File: config.mk
export PLATFORM = sky130hd
export DESIGN_NAME = clk_tick_gen
export DESIGN_NICKNAME = d
export VERILOG_FILES = /design/src/rtl/clk_tick_gen.sv
export SDC_FILE = /design/constraint.sdc
export NUM_CORES = 1
export LEC_CHECK = 0
export ABC_AREA = 1
export CORE_ASPECT_RATIO = 0.7
export CORE_UTILIZATION = 60
export DETAILED_ROUTE_END_ITERATION = 10
export GPL_TIMING_DRIVEN = 0
export HOLD_SLACK_MARGIN = 0.1
export PLACE_DENSITY = 0.8
export SYNTH_ARGS = -nofsm -noshare
export SYNTH_HDL_FRONTEND = slang
export SYNTH_SLANG_ARGS = --single-unit
File: constraint.sdc
create_clock -name clk -period 1.8 [get_ports clk]
set_clock_uncertainty 0.1 [all_clocks]
set_input_delay 0.36 -clock clk [delete_from_list [all_inputs] [get_ports clk]]
set_output_delay 0.36 -clock clk [all_outputs]
set_load 0.01 [all_outputs]
File: src/rtl/clk_tick_gen.sv
`timescale 1ns/1ps
// clk_tick_gen
// Multi-channel programmable clock divider with a sequenced reset output.
//
// Each channel produces a one-cycle tick at every half-period boundary and a
// 50% duty square wave that toggles on each tick. The half-period is
// (div + 1) clk cycles. Configuration changes to a running channel are parked
// in a single pending slot and applied on the channel's wrap edge, so a
// half-period is never shortened and the wave never glitches.
//
// Ports
//   clk        : block clock, all flops on the rising edge
//   rst_n      : asynchronous active-low reset
//   cfg_valid  : configuration request
//   cfg_ready  : request accepted this cycle when high together with cfg_valid
//   cfg_ch     : target channel index (indices >= N_CH are accepted and ignored)
//   cfg_div    : half-period minus one, in clk cycles
//   cfg_en     : channel run enable
//   tick       : per-channel one-cycle pulse at each half-period boundary
//   wave       : per-channel divided square wave
//   rst_out_n  : sequenced active-low reset for downstream logic
module clk_tick_gen #(
  parameter int N_CH       = 4,
  parameter int CNT_W      = 16,
  parameter int RST_CYCLES = 16
) (
  input  logic                                     clk,
  input  logic                                     rst_n,
  input  logic                                     cfg_valid,
  output logic                                     cfg_ready,
  input  logic [((N_CH > 1) ? $clog2(N_CH) : 1)-1:0] cfg_ch,
  input  logic [CNT_W-1:0]                         cfg_div,
  input  logic                                     cfg_en,
  output logic [N_CH-1:0]                          tick,
  output logic [N_CH-1:0]                          wave,
  output logic                                     rst_out_n
);

  localparam int CH_W  = (N_CH > 1) ? $clog2(N_CH) : 1;
  // One extra count value so the sequencer can saturate at RST_CYCLES.
  localparam int SEQ_W = $clog2(RST_CYCLES + 1);

  // ---------------------------------------------------------------------------
  // Reset synchroniser and release sequencer
  // ---------------------------------------------------------------------------
  logic             sync1_r;
  logic             sync2_r;
  logic [SEQ_W-1:0] seq_cnt_r;
  logic             rst_out_n_r;

  // Two-flop synchroniser: asserts asynchronously, releases on clk.
  always_ff @(posedge clk or negedge rst_n) begin
    if (!rst_n) begin
      sync1_r <= 1'b0;
      sync2_r <= 1'b0;
    end else begin
      sync1_r <= 1'b1;
      sync2_r <= sync1_r;
    end
  end

  // Release counter: rst_out_n rises on the RST_CYCLES-th edge with the
  // synchronised reset high, then the counter saturates until the next rst_n.
  always_ff @(posedge clk or negedge rst_n) begin
    if (!rst_n) begin
      seq_cnt_r   <= '0;
      rst_out_n_r <= 1'b0;
    end else if (sync2_r && !rst_out_n_r) begin
      seq_cnt_r <= seq_cnt_r + SEQ_W'(1);
      if (seq_cnt_r == SEQ_W'(RST_CYCLES - 1)) begin
        rst_out_n_r <= 1'b1;
      end else begin
        rst_out_n_r <= 1'b0;
      end
    end else begin
      seq_cnt_r   <= seq_cnt_r;
      rst_out_n_r <= rst_out_n_r;
    end
  end

  // ---------------------------------------------------------------------------
  // Divider channels
  // ---------------------------------------------------------------------------
  logic [N_CH-1:0]  en_r;
  logic [N_CH-1:0]  wave_r;
  logic [N_CH-1:0]  pend_r;
  logic [N_CH-1:0]  pend_en_r;
  logic [CNT_W-1:0] div_r      [N_CH];
  logic [CNT_W-1:0] cnt_r      [N_CH];
  logic [CNT_W-1:0] pend_div_r [N_CH];

  logic [N_CH-1:0]  tick_s;
  logic [N_CH-1:0]  hit_s;
  logic             cfg_ready_s;

  // Tick decode and configuration handshake. An out-of-range channel index
  // matches no channel, so it leaves cfg_ready high and is silently dropped.
  always_comb begin
    tick_s      = '0;
    hit_s       = '0;
    cfg_ready_s = 1'b1;
    for (int i = 0; i < N_CH; i++) begin
      tick_s[i] = en_r[i] && (cnt_r[i] == div_r[i]);
      if (cfg_ch == CH_W'(i)) begin
        cfg_ready_s = ~pend_r[i];
        hit_s[i]    = cfg_valid && ~pend_r[i];
      end else begin
        hit_s[i]    = 1'b0;
      end
    end
  end

  // Channel state. A disabled channel loads new settings directly; a running
  // channel parks them in the pending slot until its wrap edge. The counter
  // only advances while below div and wraps to 0 at div, so it can never run
  // past div or roll over the CNT_W range.
  always_ff @(posedge clk or negedge rst_n) begin
    if (!rst_n) begin
      en_r      <= '0;
      wave_r    <= '0;
      pend_r    <= '0;
      pend_en_r <= '0;
      for (int i = 0; i < N_CH; i++) begin
        div_r[i]      <= '0;
        cnt_r[i]      <= '0;
        pend_div_r[i] <= '0;
      end
    end else begin
      for (int i = 0; i < N_CH; i++) begin
        if (!en_r[i]) begin
          cnt_r[i]  <= '0;
          wave_r[i] <= 1'b0;
          if (hit_s[i]) begin
            en_r[i]  <= cfg_en;
            div_r[i] <= cfg_div;
          end
        end else begin
          if (tick_s[i]) begin
            cnt_r[i] <= '0;
            if (pend_r[i]) begin
              div_r[i]  <= pend_div_r[i];
              en_r[i]   <= pend_en_r[i];
              pend_r[i] <= 1'b0;
              // A pending disable parks the wave low rather than toggling.
              wave_r[i] <= pend_en_r[i] ? ~wave_r[i] : 1'b0;
            end else begin
              wave_r[i] <= ~wave_r[i];
            end
          end else begin
            cnt_r[i] <= cnt_r[i] + CNT_W'(1);
          end
          // hit_s implies the slot was free before this edge, so this never
          // collides with the clear above.
          if (hit_s[i]) begin
            pend_r[i]     <= 1'b1;
            pend_div_r[i] <= cfg_div;
            pend_en_r[i]  <= cfg_en;
          end
        end
      end
    end
  end

  assign tick      = tick_s;
  assign wave      = wave_r;
  assign cfg_ready = cfg_ready_s;
  assign rst_out_n = rst_out_n_r;

endmodule

==> results.sh, run 1 <==
export IMPL_yosysSeqAreaShare=0.489
export IMPL_cts_sinks=216
export IMPL_cp_start_kind="flip-flop"
export IMPL_drt_initial_drc_count=1111
export IMPL_p_int_uw=12100
export IMPL_async_flop_share=1.00
export IMPL_grt_pass1_vias=9196
export IMPL_firstDrtPassIters=5
export IMPL_wl_per_cell_um=15.4
export IMPL_cts_buffers_inserted=22
export IMPL_final_common_cell="nand2_1"
export IMPL_vias_per_cell=5.44
export IMPL_p_per_area_nw_per_um2=1450
export IMPL_fillerInstances=1341
export IMPL_ctsHtreeMaxLevel=1
export IMPL_timing_final_ws_setup_ps=-463
export IMPL_final_cell_mix="535 x nand2_1, 200 x dfrtp_1, 162 x inv_1, 155 x o21ai_0, 124 x nor2_1"
export IMPL_drv_cap=0
export IMPL_drc_errors=0
export IMPL_die_area_um2=19000
export IMPL_netlist_area_um2=11100
export IMPL_yosysWarnings=0
export IMPL_start_util=0.614
export IMPL_gr_usage_met1=0.423
export IMPL_ys_seq_elements=216
export IMPL_rows=41
export IMPL_finalWirelength_um=29200
export IMPL_required_ps=1340
export IMPL_coreArea_um2=18000
export IMPL_p_switching_uw=7490
export IMPL_antenna_left=0
export IMPL_die_h_um=116
export IMPL_tritoncts="done"
export IMPL_status="finished with violations"
export IMPL_final_core_util=0.750
export IMPL_place_congestion=0.896
export IMPL_drive_above_1_share=0.166
export IMPL_syn2layout_area_growth_pct=22.2
export IMPL_ir_drop_mv=1.22
export IMPL_finalSetupViolCount=73
export IMPL_antenna_cells=0
export IMPL_leakagePower_uw=0.00707
export IMPL_dp_final_hpwl_um=18300
export IMPL_dp_slack_ps=-559
export IMPL_synth_ff_type="dfrtp_1"
export IMPL_max_freq_ghz=0.442
export IMPL_violations="setup timing"
export IMPL_hold_viol=0
export IMPL_track_usage=0.295
export IMPL_grt_ovfl_total=0
export IMPL_synth_edf_count=0
export IMPL_cts_root_buffer="clkbuf_16"
export IMPL_fp_dieW_um=164
export IMPL_insertion_delay_ps=520
export IMPL_criticalPathCategory="flip-flop to output pin"
export IMPL_syn_nets=1548
export IMPL_grt_antenna_before_repair=0
export IMPL_timing_final_crit_share=1.26
export IMPL_tightest_slew_ps=641
export IMPL_avgSynthCellArea_um2=7.27
export IMPL_p_sw_frac=0.382
export IMPL_p_clk_frac=0.231
export IMPL_use_met2=0.476
export IMPL_final_nets=1677
export IMPL_io_pins=32
export IMPL_port_buffer_count=31
export IMPL_critPathArrivalTime_ps=1800
export IMPL_dpl_cell_count=1788
export IMPL_grt_util_met3=0.0426
export IMPL_slew_headroom=0.572
export IMPL_maxSlewViolCount=0
export IMPL_vias=10300
export IMPL_rsz0062_at_grt="true"
export IMPL_cp_max_fo=4
export IMPL_pwr_share_seq=0.409
export IMPL_path_clk_slew_ps=60
export IMPL_clockBufferDepth=3
export IMPL_grt_most_used_layer="met2"
export IMPL_hp_class="flip-flop to flip-flop"
export IMPL_grt_pass1_wl_um=44400
export IMPL_grt_max_degree=127
export IMPL_period_minus_slack_ps=2260
export IMPL_p_comb_frac=0.360
export IMPL_stdcell_count=1899
export IMPL_yosysUniqueCellTypes=32
export IMPL_synthCells=1520
export IMPL_cp_end_kind="output pin"
-- stage by stage --
step / total power, uW / TNS [ps] / instance area (um2) / hold slack [ps]
floorplan: 12100 / 0 / 11100 / -35.6
global placement: 13400 / -1936770 / 11700 / 234
detailed placement: 13700 / -47950 / 11700 / 237
CTS: 18700 / -1950 / 12900 / 258
global route: 21000 / -21930 / 13500 / 257
finish: 19600 / -11380 / 13500 / 251
-- cells by family after synthesis --
logic type | count (synthesis) | synth area share
and+or+nand+nor | 858 | 0.315
adders and majority gates | 6 | 0.00679
buffers and inverters | 244 | 0.0897
other | 1 | 0.000339
DFF | 216 | 0.489
xor gates and xnor gates | 22 | 0.0174
AOI/OAI and AO/OA | 173 | 0.0822
-- worst max-delay path: stages (launching register included) --
cell and delay (ps):
dfrtp_1 370, inv_1 50, nand2_1 70, nand2_1 60, nor2_1 120, nand2_1 100, nor2_2 150, nand2_4 90
nor2_4 160, buf_6 120
-- Yosys cell counts, types with 2 or more instances --
master	number	share of area
dfrtp_1	216	0.49
nor2_1	153	0.052
a21oi_4	2	0.0029
a31oi_1	2	0.0011
nand4_1	12	0.0068
nand2_1	552	0.19
a21oi_2	2	0.0016
inv_2	14	0.0048
buf_4	2	0.0014
clkbuf_1	23	0.0078
buf_1	3	0.0010
nand3_1	112	0.051
nand2_4	3	0.0031
nor2_2	3	0.0017
nand2_2	5	0.0028
ha_1	6	0.0068
xor2_1	21	0.017
buf_6	7	0.0071
o21ai_0	161	0.073
nor3_1	15	0.0068
inv_1	183	0.062
a21oi_1	2	0.00091
buf_2	12	0.0054
-- area by class of cell --
class                      instances  area (um2)  area share
timing repair buffer             105         983      0.0728
multi-input combinational       1060        5040       0.373
tap                              236         295      0.0219
clock inverter                     5        52.6     0.00389
clock buffer                      33         643      0.0476
sequential                       216        5430       0.402
buffer                            47         317      0.0234
inverter                         197         747      0.0553
-- flip-flops by register name, summed over array words and instances, names as in the netlist --
register    count
rst_out_n       1
cnt_r          64
sync2_r         1
sync1_r         1
en_r            4
seq_cnt_r       5
wave            4
pend_r          4
pend_div_r     64
div_r          64
pend_en_r       4
-- worst paths after layout --
path                           start   endpoint  slack, ps  cells after the start
hold / removal               sync1_r    sync2_r        250                      0
setup / recovery           cnt_r[16]    tick[2]       -460                      9
hold reg to reg              sync1_r    sync2_r        250                      0
max in group asynchronous      rst_n  cnt_r[21]        250                      3
setup reg to reg           div_r[51]    wave[0]       -320                     15
min in group asynchronous      rst_n  cnt_r[63]        280                      2
-- power groups by stage --
stage / Clock [uW] / Sequential (uW) / Combinational (uW)
2_1_floorplan: 0 / 7680 / 4380
3_3_place_gp: 0 / 7980 / 5430
3_5_place_dp: 0 / 8040 / 5700
4_1_cts: 4560 / 7930 / 6210
5_1_grt: 4760 / 8230 / 8030
6_report: 4520 / 8020 / 7070
-- per-layer routing --
metal	routed length (um)	part of all wire	vias to the layer above
li1	-	-	4968
met1	13000	0.45	4914
met2	13500	0.46	376
met3	1890	0.065	64
met4	776	0.027	0
met5	0	0	-
-- timing repair --
| action | in CTS | in global routing |
|---|---|---|
| setup buffers | 43 | 27 |
| cloned | 1 | 4 |
| gates resized for setup | 99 | 120 |
| endpoints found under the hold margin | 90 | 0 |
| hold buffers | 1 | 0 |
| pin swaps | 26 | 27 |
| endpoints found under the setup margin | 37 | 236 |
Note: power is estimated with default switching activity, not from simulation.
==> run 2, diff against run 1 <==
--- a/config.mk
+++ b/config.mk
@@ -6,12 +6,14 @@
 export NUM_CORES = 1
 export LEC_CHECK = 0
 export ABC_AREA = 1
+export CELL_PAD_IN_SITES_DETAIL_PLACEMENT = 0
+export CELL_PAD_IN_SITES_GLOBAL_PLACEMENT = 1
 export CORE_ASPECT_RATIO = 0.7
-export CORE_UTILIZATION = 60
+export CORE_UTILIZATION = 46
 export DETAILED_ROUTE_END_ITERATION = 10
 export GPL_TIMING_DRIVEN = 0
 export HOLD_SLACK_MARGIN = 0.1
-export PLACE_DENSITY = 0.8
+export PLACE_DENSITY = 0.82
 export SYNTH_ARGS = -nofsm -noshare
 export SYNTH_HDL_FRONTEND = slang
 export SYNTH_SLANG_ARGS = --single-unit
==> run 2 against run 1 <==
Against the previous run:
- the run still ends with setup timing left
- sequential share of layout area is 0.97 points lower
- largest power group unchanged
- final cell count increased by 5.3%
- critical endpoint unchanged
- register-to-register slack improved by 80 ps
- non-clock buffer count grew 14
==> results.sh, run 2 (synthesis results as in run 1) <==
export IMPL_status="finished with violations"
export IMPL_violations="setup timing"
export IMPL_die_area_um2=24700
export IMPL_tritoncts="done"
export IMPL_rsz0062_at_grt="true"
export IMPL_slew_headroom=0.599
export IMPL_post_dp_cell_area_um2=11800
export IMPL_vias=9908
export IMPL_maxSlewViolCount=0
export IMPL_hold_viol=0
export IMPL_clockBufferDepth=3
export IMPL_cts_buffers_inserted=23
export IMPL_io_pins=32
export IMPL_finalSetupViolCount=56
export IMPL_leakagePower_uw=0.00721
export IMPL_tns_ps=-7310
export IMPL_hp_class="flip-flop to flip-flop"
export IMPL_met1Wirelength_um=15100
export IMPL_met3WireLength_um=928
export IMPL_final_cell_mix="540 x nand2_1, 202 x dfrtp_1, 168 x inv_1, 156 x o21ai_0, 123 x nor2_1"
export IMPL_place_congestion=0.791
export IMPL_rows=47
export IMPL_path_buf_inv=2
export IMPL_timing_final_ws_setup_ps=-417
export IMPL_drive_above_1_share=0.169
export IMPL_cp_end_kind="output pin"
export IMPL_critical_path_max_stage_delay_ps=380
export IMPL_final_nets=1693
export IMPL_period_minus_slack_ps=2220
export IMPL_cp_start_kind="flip-flop"
export IMPL_p_per_area_nw_per_um2=1410
export IMPL_grt_pass1_wl_um=46300
export IMPL_tightest_slew_ps=596
export IMPL_drt_initial_drc_count=623
export IMPL_syn2layout_area_growth_pct=25.2
export IMPL_required_ps=1340
export IMPL_path_cells="inv_2, nand2_1, nand2_1, nor2_2, nand2_1, nor2_2, nand2_4, nor2_4, buf_6"
export IMPL_fillerInstances=2210
export IMPL_die_h_um=132
export IMPL_grt_pass1_vias=8964
export IMPL_port_buffer_count=31
export IMPL_cts_sinks=216
export IMPL_multi_input_comb_area_um2=4990
export IMPL_finalInstanceArea_um2=13800
export IMPL_ir_drop_mv=0.977
export IMPL_criticalPathCategory="flip-flop to output pin"
export IMPL_highest_layer="met4"
export IMPL_dp_final_hpwl_um=19200
export IMPL_timing_final_crit_share=1.23
export IMPL_path_common_cell="nand2_1"
export IMPL_cp_max_fo=5
export IMPL_drv_cap=0
export IMPL_grt_max_degree=85
export IMPL_finalWirelength_um=28800
export IMPL_track_usage=0.233
export IMPL_final_common_cell="nand2_1"
export IMPL_insertion_delay_ps=530
export IMPL_critical_path_slowest_cell="dfrtp_1"
export IMPL_start_util=0.469
export IMPL_regArea_um2=5420
export IMPL_critPathArrivalTime_ps=1760
export IMPL_antenna_left=0
export IMPL_max_freq_ghz=0.451
export IMPL_reg_top3="cnt_r (64), div_r (64), pend_div_r (64)"
export IMPL_path_clk_slew_ps=60
export IMPL_cts_root_buffer="clkbuf_16"
export IMPL_wl_per_cell_um=14.4
export IMPL_fp_dieW_um=187
export IMPL_vias_per_cell=4.95
export IMPL_grt_antenna_before_repair=0
export IMPL_coreArea_um2=23600
export IMPL_firstDrtPassIters=5
export IMPL_drc_errors=0
export IMPL_ctsHtreeMaxLevel=1
export IMPL_met2RoutedLength_um=12400
export IMPL_antenna_cells=0
export IMPL_grt_ovfl_total=0
export IMPL_path_delay_family="simple AND/OR/NAND/NOR gates"
-- run 2: changes by cell type in the layout (fill, tap and decap cells not counted), sizes merged --
cell | before | now
nand2 | 561 | 562
bufinv | 1 | 2
inv | 195 | 196
buf | 101 | 114
clkinv | 3 | 5
clkbuf | 58 | 59
-- run 2: per-stage QoR --
stage               power, uW  utilization  hold WS (ps)  setup WS, ps  std cells
finish                  19600        0.587           251          -417       2000
global placement        13600        0.499           233         -9190       1869
CTS                     19000        0.554           253          -483       1954
global route            21100        0.587           256          -568       2000
detailed placement      13700        0.501           218          -614       1871
floorplan               12100            -         -35.6           155       1520
-- run 2: worst paths after layout --
check | startpoint | cells past startpoint | end | slack, ps
setup / recovery | cnt_r[19] | 9 | tick[2] | -420
hold / removal | sync1_r | 0 | sync2_r | 250
setup reg to reg | cnt_r[59] | 14 | wave[0] | -240
hold reg to reg | sync1_r | 0 | sync2_r | 250
max in group asynchronous | rst_n | 4 | cnt_r[4] | 300
min in group asynchronous | rst_n | 2 | cnt_r[43] | 260
-- run 2: area by class of cell --
type	instances	area share
sequential	216	0.392
multi-input combinational	1061	0.361
timing repair buffer	120	0.0854
inverter	197	0.0542
clock buffer	33	0.0487
tap	318	0.0288
buffer	46	0.0232
clock inverter	9	0.00732
-- run 2: per-layer routing --
layer,track usage,up-vias
met1,0.366,4701
met2,0.341,150
li1,-,5025
met4,0.0487,0
met5,0,-
met3,0.0318,32
-- run 2: where the power goes --
group	leakage, uW	internal [uW]	switching [uW]
clock	0.000384	2890	2010
combinational	0.00409	2780	3910
sequential	0.00274	6640	1320
total	0.00721	12300	7240
-- run 2: worst register-to-register path, cell delays in order (launching register included) --
cell	delay, ps
dfrtp_2	430
inv_2	60
nand2_1	50
nand2_1	40
nor2_1	90
nand2_1	80
nor2_1	130
nand2_2	120
buf_6	130
buf_6	110
nand2_4	60
buf_6	120
clkinvlp_4	220
nand2_1	130
nand2_1	50
-- run 2: timing repair --
item                                    CTS  global route
endpoints found under the setup margin   80           239
gates resized for setup                  99           101
hold buffers                              1             0
buffers inserted                         40            41
pin swaps                                17            28
gates cloned                              1             7
endpoints found under the hold margin    57             0
==> run 3, diff against run 2 <==
--- a/config.mk
+++ b/config.mk
@@ -6,6 +6,7 @@
 export NUM_CORES = 1
 export LEC_CHECK = 0
 export ABC_AREA = 1
+export CAP_MARGIN = 15
 export CELL_PAD_IN_SITES_DETAIL_PLACEMENT = 0
 export CELL_PAD_IN_SITES_GLOBAL_PLACEMENT = 1
 export CORE_ASPECT_RATIO = 0.7
@@ -14,6 +15,7 @@
 export GPL_TIMING_DRIVEN = 0
 export HOLD_SLACK_MARGIN = 0.1
 export PLACE_DENSITY = 0.82
+export SLEW_MARGIN = 25
 export SYNTH_ARGS = -nofsm -noshare
 export SYNTH_HDL_FRONTEND = slang
 export SYNTH_SLANG_ARGS = --single-unit
==> results of run 3 <==
Final layout, timing and power as in run 2 (identical DEF).
